**config.mk**
```make
export PLATFORM = sky130hd
export DESIGN_NAME = multi_chan_buffer
export DESIGN_NICKNAME = d
export VERILOG_FILES = /design/src/rtl/multi_chan_buffer_pkg.sv /design/src/rtl/multi_chan_buffer_rr_arbiter.sv /design/src/rtl/multi_chan_buffer.sv
export SDC_FILE = /design/constraint.sdc
export NUM_CORES = 1
export LEC_CHECK = 0
export ABC_AREA = 1
export BUFFER_PORTS_ARGS = -buffer_cell sky130_fd_sc_hd__buf_4
export CAP_MARGIN = 20
export CORE_ASPECT_RATIO = 0.8
export CORE_MARGIN = 8
export CORE_UTILIZATION = 61
export CTS_CLUSTER_DIAMETER = 100
export DETAILED_ROUTE_END_ITERATION = 6
export PLACE_DENSITY = 0.78
export SETUP_SLACK_MARGIN = 0.4
export SYNTH_ARGS = -nofsm -noshare
export SYNTH_HDL_FRONTEND = slang
export SYNTH_SLANG_ARGS = --single-unit
export TNS_END_PERCENT = 50
```
**constraint.sdc**
```tcl
create_clock -name i_clk -period 4.4 [get_ports i_clk]
set_clock_uncertainty 0.1 [all_clocks]
set_input_delay 0.22 -clock i_clk [delete_from_list [all_inputs] [get_ports i_clk]]
set_output_delay 0.22 -clock i_clk [all_outputs]
set_load 0.02 [all_outputs]
```
**src/rtl/multi_chan_buffer_pkg.sv**
```systemverilog
// Shared types and the round-robin search helper for the multi-channel buffer.
// Channel counts up to 32 are supported by rr_next.
package multi_chan_buffer_pkg;

   typedef enum logic {
      SLOT_EMPTY = 1'b0,
      SLOT_HELD  = 1'b1
   } slot_state_e;

   // First set bit of req searching from last+1 upward, wrapping at n; returns last when req is empty.
   function automatic int unsigned rr_next(
      input logic [31:0] req,
      input int unsigned last,
      input int unsigned n
   );
      int unsigned idx;
      int unsigned gnt;
      logic        found;
      idx   = last;
      gnt   = last;
      found = 1'b0;
      for (int unsigned k = 0; k < 32; k++) begin
         if (k < n) begin
            idx = idx + 1;
            if (idx >= n) idx = 0;
            if (!found && req[idx[4:0]]) begin
               gnt   = idx;
               found = 1'b1;
            end
         end
      end
      return gnt;
   endfunction

endpackage

```
**src/rtl/multi_chan_buffer_rr_arbiter.sv**
```systemverilog
// Combinational round-robin arbiter; the last-grant register lives in the parent.
module rr_arbiter
   import multi_chan_buffer_pkg::*;
#(
   parameter  int N = 4,
   localparam int W = $clog2(N)
) (
   input  logic [N-1:0] req,
   input  logic [W-1:0] last,
   input  logic         en,
   output logic [W-1:0] gnt_idx,
   output logic         gnt_valid
);

   logic [31:0] req_ext;

   assign req_ext   = 32'(req);
   assign gnt_idx   = W'(rr_next(req_ext, 32'(last), N));
   assign gnt_valid = en && (|req);

endmodule

```
**src/rtl/multi_chan_buffer.sv**
```systemverilog
// Multi-channel FIFO buffer: tagged writes into per-channel queues, drained round-robin
// into one registered output slot.
//
//   state      | meaning
//   SLOT_EMPTY | output register holds nothing, o_valid low
//   SLOT_HELD  | output register holds a word awaiting i_ready
module multi_chan_buffer
   import multi_chan_buffer_pkg::*;
#(
   parameter  int DATA_W = 8,
   parameter  int N_CHAN = 4,
   parameter  int DEPTH  = 4,
   localparam int CH_W   = $clog2(N_CHAN),
   localparam int CNT_W  = $clog2(DEPTH + 1)
) (
   input  logic              i_clk,
   input  logic              i_rst_n,
   input  logic [DATA_W-1:0] i_data,
   input  logic [CH_W-1:0]   i_chan,
   input  logic              i_valid,
   output logic              o_ready,
   input  logic [N_CHAN-1:0] i_flush,
   output logic [DATA_W-1:0] o_data,
   output logic [CH_W-1:0]   o_chan,
   output logic              o_valid,
   input  logic              i_ready,
   output logic [CNT_W-1:0]  o_level [N_CHAN],
   output logic [N_CHAN-1:0] o_empty,
   output logic [N_CHAN-1:0] o_full
);

   localparam int PTR_W = $clog2(DEPTH);

   logic [DATA_W-1:0] mem [N_CHAN][DEPTH];
   logic [PTR_W-1:0]  wr_ptr_a [N_CHAN];
   logic [PTR_W-1:0]  rd_ptr_a [N_CHAN];

   slot_state_e       slot_state;
   slot_state_e       slot_next;
   logic [CH_W-1:0]   last_grant;
   logic [N_CHAN-1:0] req;
   logic [CH_W-1:0]   gnt_idx;
   logic              gnt_valid;
   logic              slot_free;
   logic              pop;
   logic              wr_ok;

   // Channel indices beyond N_CHAN (non power-of-two counts) are never ready.
   always_comb begin
      o_ready = 1'b0;
      for (int c = 0; c < N_CHAN; c++) begin
         if (i_chan == CH_W'(c)) o_ready = !o_full[c];
      end
   end

   assign wr_ok     = i_valid && o_ready;
   assign o_valid   = (slot_state == SLOT_HELD);
   assign slot_free = !o_valid || i_ready;
   // A flushed channel must not win the arbiter in its flush cycle.
   assign req       = ~o_empty & ~i_flush;

   rr_arbiter #(.N(N_CHAN)) u_arb (
      .req       (req),
      .last      (last_grant),
      .en        (slot_free),
      .gnt_idx   (gnt_idx),
      .gnt_valid (gnt_valid)
   );

   for (genvar c = 0; c < N_CHAN; c++) begin : g_chan
      logic [PTR_W-1:0] wr_ptr;
      logic [PTR_W-1:0] rd_ptr;
      logic [CNT_W-1:0] level;
      logic             wr_en;
      logic             rd_en;

      assign wr_en = wr_ok && (i_chan == CH_W'(c));
      assign rd_en = pop && (gnt_idx == CH_W'(c));

      always_ff @(posedge i_clk or negedge i_rst_n) begin
         if (!i_rst_n) begin
            wr_ptr <= '0;
            rd_ptr <= '0;
            level  <= '0;
         end else if (i_flush[c]) begin
            wr_ptr <= '0;
            rd_ptr <= '0;
            level  <= '0;
         end else begin
            if (wr_en) wr_ptr <= (wr_ptr == PTR_W'(DEPTH - 1)) ? '0 : wr_ptr + 1'b1;
            if (rd_en) rd_ptr <= (rd_ptr == PTR_W'(DEPTH - 1)) ? '0 : rd_ptr + 1'b1;
            if (wr_en && !rd_en)      level <= level + 1'b1;
            else if (rd_en && !wr_en) level <= level - 1'b1;
         end
      end

      assign wr_ptr_a[c] = wr_ptr;
      assign rd_ptr_a[c] = rd_ptr;
      assign o_level[c]  = level;
      assign o_empty[c]  = (level == '0);
      assign o_full[c]   = (level == CNT_W'(DEPTH));
   end

   always_ff @(posedge i_clk) begin
      if (wr_ok) mem[i_chan][wr_ptr_a[i_chan]] <= i_data;
   end

   always_comb begin
      slot_next = slot_state;
      pop       = 1'b0;
      if (slot_free) begin
         if (gnt_valid) begin
            slot_next = SLOT_HELD;
            pop       = 1'b1;
         end else begin
            slot_next = SLOT_EMPTY;
         end
      end
   end

   always_ff @(posedge i_clk or negedge i_rst_n) begin
      if (!i_rst_n) begin
         slot_state <= SLOT_EMPTY;
         o_data     <= '0;
         o_chan     <= '0;
         last_grant <= CH_W'(N_CHAN - 1);
      end else begin
         slot_state <= slot_next;
         if (pop) begin
            o_data     <= mem[gnt_idx][rd_ptr_a[gnt_idx]];
            o_chan     <= gnt_idx;
            last_grant <= gnt_idx;
         end
      end
   end

endmodule

```
After elaboration in Yosys (flattened, before gate mapping)
Memory sizes are Yosys's and may differ from the RTL's. Index checks and enable logic that the tools add are counted.

Output and inout bits: 32. Register bits after elaboration: 41. Input port bits: 18. RAM bits: 128. Word-level logic and storage cells: 207. Memories: 1.

Reduce and logical (&&, ||, !) cells: 58. Eq/ne operators: 18. Muxes and demuxes: 74. Order comparisons: 13. Add/sub/neg operators: 20. Bitwise logic cells: 7.

Memories: mem (depth 4, width 32, rd ports 1, clocked after memory_dff 0, wr ports 1, RTL line multi_chan_buffer.sv:34) `logic [DATA_W-1:0] mem [N_CHAN][DEPTH];`.

Operators by type and width (number): 32-bit by 3-bit greater-or-equal comparator with 1-bit output, second input constant (4); 32-bit by 1-bit adder with 32-bit output, second input constant (3); 32-bit two-way mux (3); 2-bit two-way mux (32); 3-bit two-way mux (13); 2-bit equality test, second input constant (12); 8-bit two-way mux (3); 1-bit logical AND (22); 1-bit binary-select mux with 5-bit select (4); 5-bit by 6-bit < comparator with 1-bit output, second input constant (3); 2-bit by 1-bit adder with 2-bit output, second input constant (8); 8-bit binary-select mux with 2-bit select (1); 8-bit demux with 2-bit select (1); 1-bit logical NOT (16); 2-bit nonzero test (8); 1-bit two-way mux (14); 3-bit by 1-bit adder with 3-bit output, second input constant (4); 3-bit equality test, second input constant (4); 3-bit greater-or-equal comparator, second input constant (4); 3-bit logical NOT (4); 2-bit NOT with 3-bit output (4); 3-bit nonzero test (4); 3-bit by 1-bit subtractor with 3-bit output, second input constant (4); 2-bit binary-select mux with 2-bit select (2); 10 further kinds (13).

Longest topological paths before layout
Word-level depth: 24. Gate-level depth with buffers: 25. Gate-level depth less buffers: 23.

By module
From an unflattened synthesis, not the netlist that was laid out.

Cell total of the unflattened synthesis: 806. Area total of the unflattened synthesis: 8082.8 um^2.

By module, submodules not included: multi_chan_buffer (area each 7536.0 um^2, sequential area each 4872.2 um^2, times used 1, cells each 713); rr_arbiter (area each 546.8 um^2, sequential area each 0.0 um^2, times used 1, cells each 93).

Worst setup path after synthesis
OpenSTA, ideal clock, no wires.

Path type: flip-flop to flip-flop. Start: reg last_grant[0]. End: reg g_chan[3].level[2]. Library setup time: 117 ps. Arrival time: 3022 ps. Clock period less this slack: 3240 ps. Data required time: 4183 ps. Cell stages (with the launch flop): 20. Slack: 1160 ps. Buffers on the path: 1. Cell sequence: dfstp_2 -> inv_2 -> ha_1 -> inv_1 -> nand3_1 -> nand3_1 -> inv_2 -> nand2_1 -> nand3_1 -> nor2_4 -> nand3_4 -> nand2_2 -> buf_4 -> nand3_4 -> nand2_2 -> inv_1 -> fa_1 -> a21o_1 -> nand3_1 -> nand2_1.

Longest elaborated chain between the ends: 22. Elaborated cells on any way between the ends: 41. Those cells by class: 4 x add/sub; 4 x order compare; 1 x eq/ne; 21 x mux; 11 x reduce/logical.

Ends and longest elaborated chain: from (decl) (RTL line multi_chan_buffer.sv:40) `logic [CH_W-1:0] last_grant;`; from (signal assigned) (RTL line multi_chan_buffer.sv:126) `last_grant <= CH_W'(N_CHAN - 1);`; from (signal assigned) (RTL line multi_chan_buffer.sv:132) `last_grant <= gnt_idx;`; 2-bit by 1-bit adder with 3-bit output (RTL line multi_chan_buffer_pkg.sv:24) `idx = idx + 1;`; 32-bit by 3-bit greater-or-equal comparator with 1-bit output (RTL line multi_chan_buffer_pkg.sv:25) `if (idx >= n) idx = 0;`; 3-bit two-way mux (RTL line multi_chan_buffer_pkg.sv:25); 32-bit by 1-bit adder with 32-bit output (RTL line multi_chan_buffer_pkg.sv:24); 32-bit by 3-bit greater-or-equal comparator with 1-bit output (RTL line multi_chan_buffer_pkg.sv:25); 32-bit two-way mux (RTL line multi_chan_buffer_pkg.sv:25); 32-bit by 1-bit adder with 32-bit output or 1-bit binary-select mux with 5-bit select (tied branches) (RTL line multi_chan_buffer_pkg.sv:24, multi_chan_buffer_pkg.sv:26); 32-bit by 3-bit greater-or-equal comparator with 1-bit output or 1-bit two-way mux (tied branches) (RTL line multi_chan_buffer_pkg.sv:25, multi_chan_buffer_pkg.sv:26); [6 not listed]; 1-bit logical AND (RTL line multi_chan_buffer_pkg.sv:26) `if (!found && req[idx[4:0]]) begin`; 2-bit two-way mux (*) (RTL line multi_chan_buffer_pkg.sv:26); 2-bit equality test (*) (RTL line multi_chan_buffer.sv:78) `assign rd_en = pop && (gnt_idx == CH_W'(c));`; 1-bit logical AND (*) (RTL line multi_chan_buffer.sv:78); 1-bit logical NOT (RTL line multi_chan_buffer.sv:92) `if (wr_en && !rd_en) level <= level + 1'b1;`; 1-bit logical AND (RTL line multi_chan_buffer.sv:92); 3-bit two-way mux (RTL line multi_chan_buffer.sv:92); 3-bit two-way mux (RTL line multi_chan_buffer.sv:85) `end else if (i_flush[c]) begin`; to (signal assigned) (RTL line multi_chan_buffer.sv:92); to (signal assigned) (RTL line multi_chan_buffer.sv:93) `else if (rd_en && !wr_en) level <= level - 1'b1;`; to (decl) (RTL line multi_chan_buffer.sv:73) `logic [CNT_W-1:0] level;`.

Every way passes the cells marked *; elsewhere a longest branch is shown, timed or not. The select of a mux whose other input is x is not followed. A chain may end at the register's enable or synchronous reset.

Final worst setup path
Start: reg last_grant[0]. End: reg g_chan[1].level[2].

Longest elaborated chain between the ends: 22. Elaborated cells on any way between the ends: 41. Those cells by class: 4 x add/sub; 4 x order compare; 1 x eq/ne; 21 x mux; 11 x reduce/logical.

Ends and longest elaborated chain (RTL line): 2-bit by 1-bit adder with 3-bit output (multi_chan_buffer_pkg.sv:24); 32-bit by 3-bit greater-or-equal comparator with 1-bit output (multi_chan_buffer_pkg.sv:25); 3-bit two-way mux (multi_chan_buffer_pkg.sv:25); 32-bit by 1-bit adder with 32-bit output (multi_chan_buffer_pkg.sv:24); 32-bit by 3-bit greater-or-equal comparator with 1-bit output (multi_chan_buffer_pkg.sv:25); 32-bit two-way mux (multi_chan_buffer_pkg.sv:25); 32-bit by 1-bit adder with 32-bit output or 1-bit binary-select mux with 5-bit select (tied branches) (multi_chan_buffer_pkg.sv:24, multi_chan_buffer_pkg.sv:26); 32-bit by 3-bit greater-or-equal comparator with 1-bit output or 1-bit two-way mux (tied branches) (multi_chan_buffer_pkg.sv:25, multi_chan_buffer_pkg.sv:26); [6 not listed]; 1-bit logical AND (multi_chan_buffer_pkg.sv:26); 2-bit two-way mux (*) (multi_chan_buffer_pkg.sv:26); 2-bit by 1-bit equality test with 1-bit output (*) (multi_chan_buffer.sv:78); 1-bit logical AND (*) (multi_chan_buffer.sv:78); 1-bit logical NOT (multi_chan_buffer.sv:92); 1-bit logical AND (multi_chan_buffer.sv:92); 3-bit two-way mux (multi_chan_buffer.sv:92); 3-bit two-way mux (multi_chan_buffer.sv:85); to (signal assigned) (multi_chan_buffer.sv:92); to (signal assigned) (multi_chan_buffer.sv:93); to (decl) (multi_chan_buffer.sv:73).

Marked as above.

==> flow_summary.ini <==
[sta]
maxSlewHeadroom_pct = 41.8
rsz0062_at_grt = true
setup_viol = 0
period_needed_ps = 3700
maxSlewViolCount = 0
hold_viol = 0
final.setup.tns_ps = 0
fin_crit_sh_pct = 84.2
fmax_mhz = 270
tightest_slew_ps = 870

[layout]
fin_util_pct = 70.7
final_nets = 1117
diodes = 0
layout-drive-gt1-share_pct = 12.0
syn2layout_area_growth_pct = 13.5
fill_cells = 1080

[routing]
first_pass_iters = 5
via_count = 7048
first_iter_violations = 746
highest_layer = met5
wl_met2_mm = 9.73
drt-met1-wl_mm = 9.54
routedWlPerCell_um = 17.1
drc = 0
wl_met3_mm = 2.12
vias_per_cell = 5.51
ant_nets = 0
finalWirelength_mm = 21.8

[yosys]
synth_edf_count = 128
synthesis.area_um2 = 8880
yosys-top-cells-area = edfxtp_1, nand2_1, dfrtp_1, nand3_1, inv_1
synth_flop_cell = edfxtp_1
async_flop_share_pct = 24.3
synth_top_area_share_pct = 43.3
synth.most_common_cell = nand2_1
syn-num-nets = 1066
ys_warn_count = 0
ys_seq_area_share_pct = 54.9
synth_top_area_cell = edfxtp_1
avgSynthCellArea_um2 = 8.61
synth_cells = 1031
ys_seq_elements = 169
synth_cell_types = 39
yosys-top-cells-count = nand2_1, nand3_1, inv_1, edfxtp_1, nor2_1

[worst_setup_path]
critPathLaunch = last_grant[0]$_DFFE_PN1P_
reg2reg_depth = 18
cp-end-kind = register
r2r-start = last_grant[0]$_DFFE_PN1P_
crit_fanout = 15
critPathRequiredTime_ps = 4660
startpoint_type = register
critical_path_class = register to register
worst_ep_arrival_time_ps = 3960

[clocking]
cts_tree = done
root_buffer = clkbuf_16
clock_latency_ps = 430
cts_sinks = 169
cts_buffer_depth = 2
numCtsBuffers = 17
cts.clk_slew.worst_paths_ps = 70
htree_levels = 4

[global_route]
track_usage_pct = 24.5
grt_pass1_vias = 6682
grt_start_max_net_pins = 49
grt_pass1_wl_mm = 35.0
overflow = 0
antenna_found_initial = 1

[floorplanning]
die_area_um2 = 18700
core.rowCount = 39
fp.dieH_um = 124
ios = 50
die-width_um = 151
coreArea_um2 = 14200
initial_core_util_pct = 62.3

[flow_run]
cap_violations = 0

[worst_hold_path]
whs_path_depth = 1
holdCritPathClass = input pin to register
hold_path.startpoint = i_data[2]

[placed_design]
hpwlAfterDp_mm = 14.1
portBuffers = 49
gp_congestion = 0.920

[run_status]
status = finished clean
-- area by class of cell --
class	instances	area, µm²	area share, %
Clock buffer	18	429	4.26
Clock inverter	13	171	1.70
Tap cell	184	230	2.28
Inverter	187	702	6.97
Timing Repair Buffer	63	503	4.99
Multi-Input combinational cell	644	3170	31.4
Sequential cell	169	4870	48.4
-- metrics by stage --
| step | worst slack [ps] | area, µm² | instances | hold WS, ps |
|---|---|---|---|---|
| after detailed placement | 448 | 9330 | 1238 | 146 |
| after global placement | 554 | 9330 | 1238 | 143 |
| after CTS | 437 | 9970 | 1273 | 28.0 |
| final | 695 | 10100 | 1278 | 41.6 |
| after floorplan | 1160 | 8880 | 1031 | -176 |
| after global routing | 342 | 10100 | 1278 | 37.6 |
-- logic make-up after synthesis --
| logic type | share of synthesized area, % |
|---|---|
| AO/OA/AOI/OAI | 2.83 |
| adder cells (fa/ha/maj) | 2.73 |
| buffers and inverters | 10.2 |
| flip-flops | 54.9 |
| AND/OR/NAND/NOR | 29.3 |
-- routing by layer --
layer	global-route usage [%]	up-vias
met5	2.11	-
met4	8.45	4
met3	6.17	37
met2	37.1	322
met1	33.9	3270
li1	-	3415
-- what timing repair did --
| item | in CTS | in global routing |
|---|---|---|
| setup buffers | 0 | 3 |
| hold endpoints to repair | 45 | 0 |
| resized for setup | 0 | 13 |
| endpoints found under the setup margin | 0 | 16 |
| hold buffers | 4 | 0 |
-- worst max-delay path, stage by stage, from the launching register on --
cell and delay [ps]:
dfstp_2 600, inv_2 100, ha_1 370, inv_1 170
nand3_1 120, nand3_1 140, inv_2 50, nand2_1 70
nand3_1 120, nor2_4 210, nand3_4 180, nand2_4 240
nand2_1 180, nor2_2 220, nor2_1 90, fa_1 380
nand3_1 100, nand2_1 60, o21bai_1 130
-- worst paths after layout --
kind,to,slack (ps)
max in group asynchronous,last_grant[0]$_DFFE_PN1P_,3580
worst min-delay path,mem[2][2]$_DFFE_PP_,40
worst min register to register,o_data[7]$_DFFE_PN0P_,390
min in group asynchronous,g_chan[0].level[2]$_DFFE_PN0P_,230
worst max-delay path,g_chan[1].level[2]$_DFFE_PN0P_,700
worst max register to register,g_chan[1].level[2]$_DFFE_PN0P_,700
-- sequential cells by signal (all words and copies together) (netlist names) --
| register | flops |
|---|---|
| mem | 128 |
| o_chan | 2 |
| g_chan.wr_ptr | 8 |
| last_grant | 2 |
| o_data | 8 |
| g_chan.rd_ptr | 8 |
| g_chan.level | 12 |
| o_valid | 1 |
-- cells in the final DEF (no fill, tap or decap), types with 2 or more instances in the layout --
cell,netlist,layout
a21oi_1,6,6
buf_4,10,57
bufinv_16,0,3
clkbuf_16,0,17
clkinv_1,1,2
clkinv_4,0,5
dfrtp_1,39,39
dfstp_2,2,2
dlygate4sd3_1,0,4
edfxtp_1,128,128
fa_1,4,4
ha_1,13,13
inv_1,178,178
inv_2,8,8
inv_6,0,2
nand2_1,300,299
nand2_2,9,7
nand2_4,5,8
nand2_8,1,3
nand3_1,180,180
nand3_2,2,2
nand3_4,2,2
nand3b_1,9,9
nand4_1,3,3
nor2_1,54,53
nor2_2,6,7
nor2_4,2,2
nor3_1,6,6
o21ai_0,22,22
o21ai_1,2,2
o21bai_1,2,2
o22ai_1,6,6
Power is not shown: default switching activity piles up to over one toggle a cycle in this logic, so the estimate is an artifact.
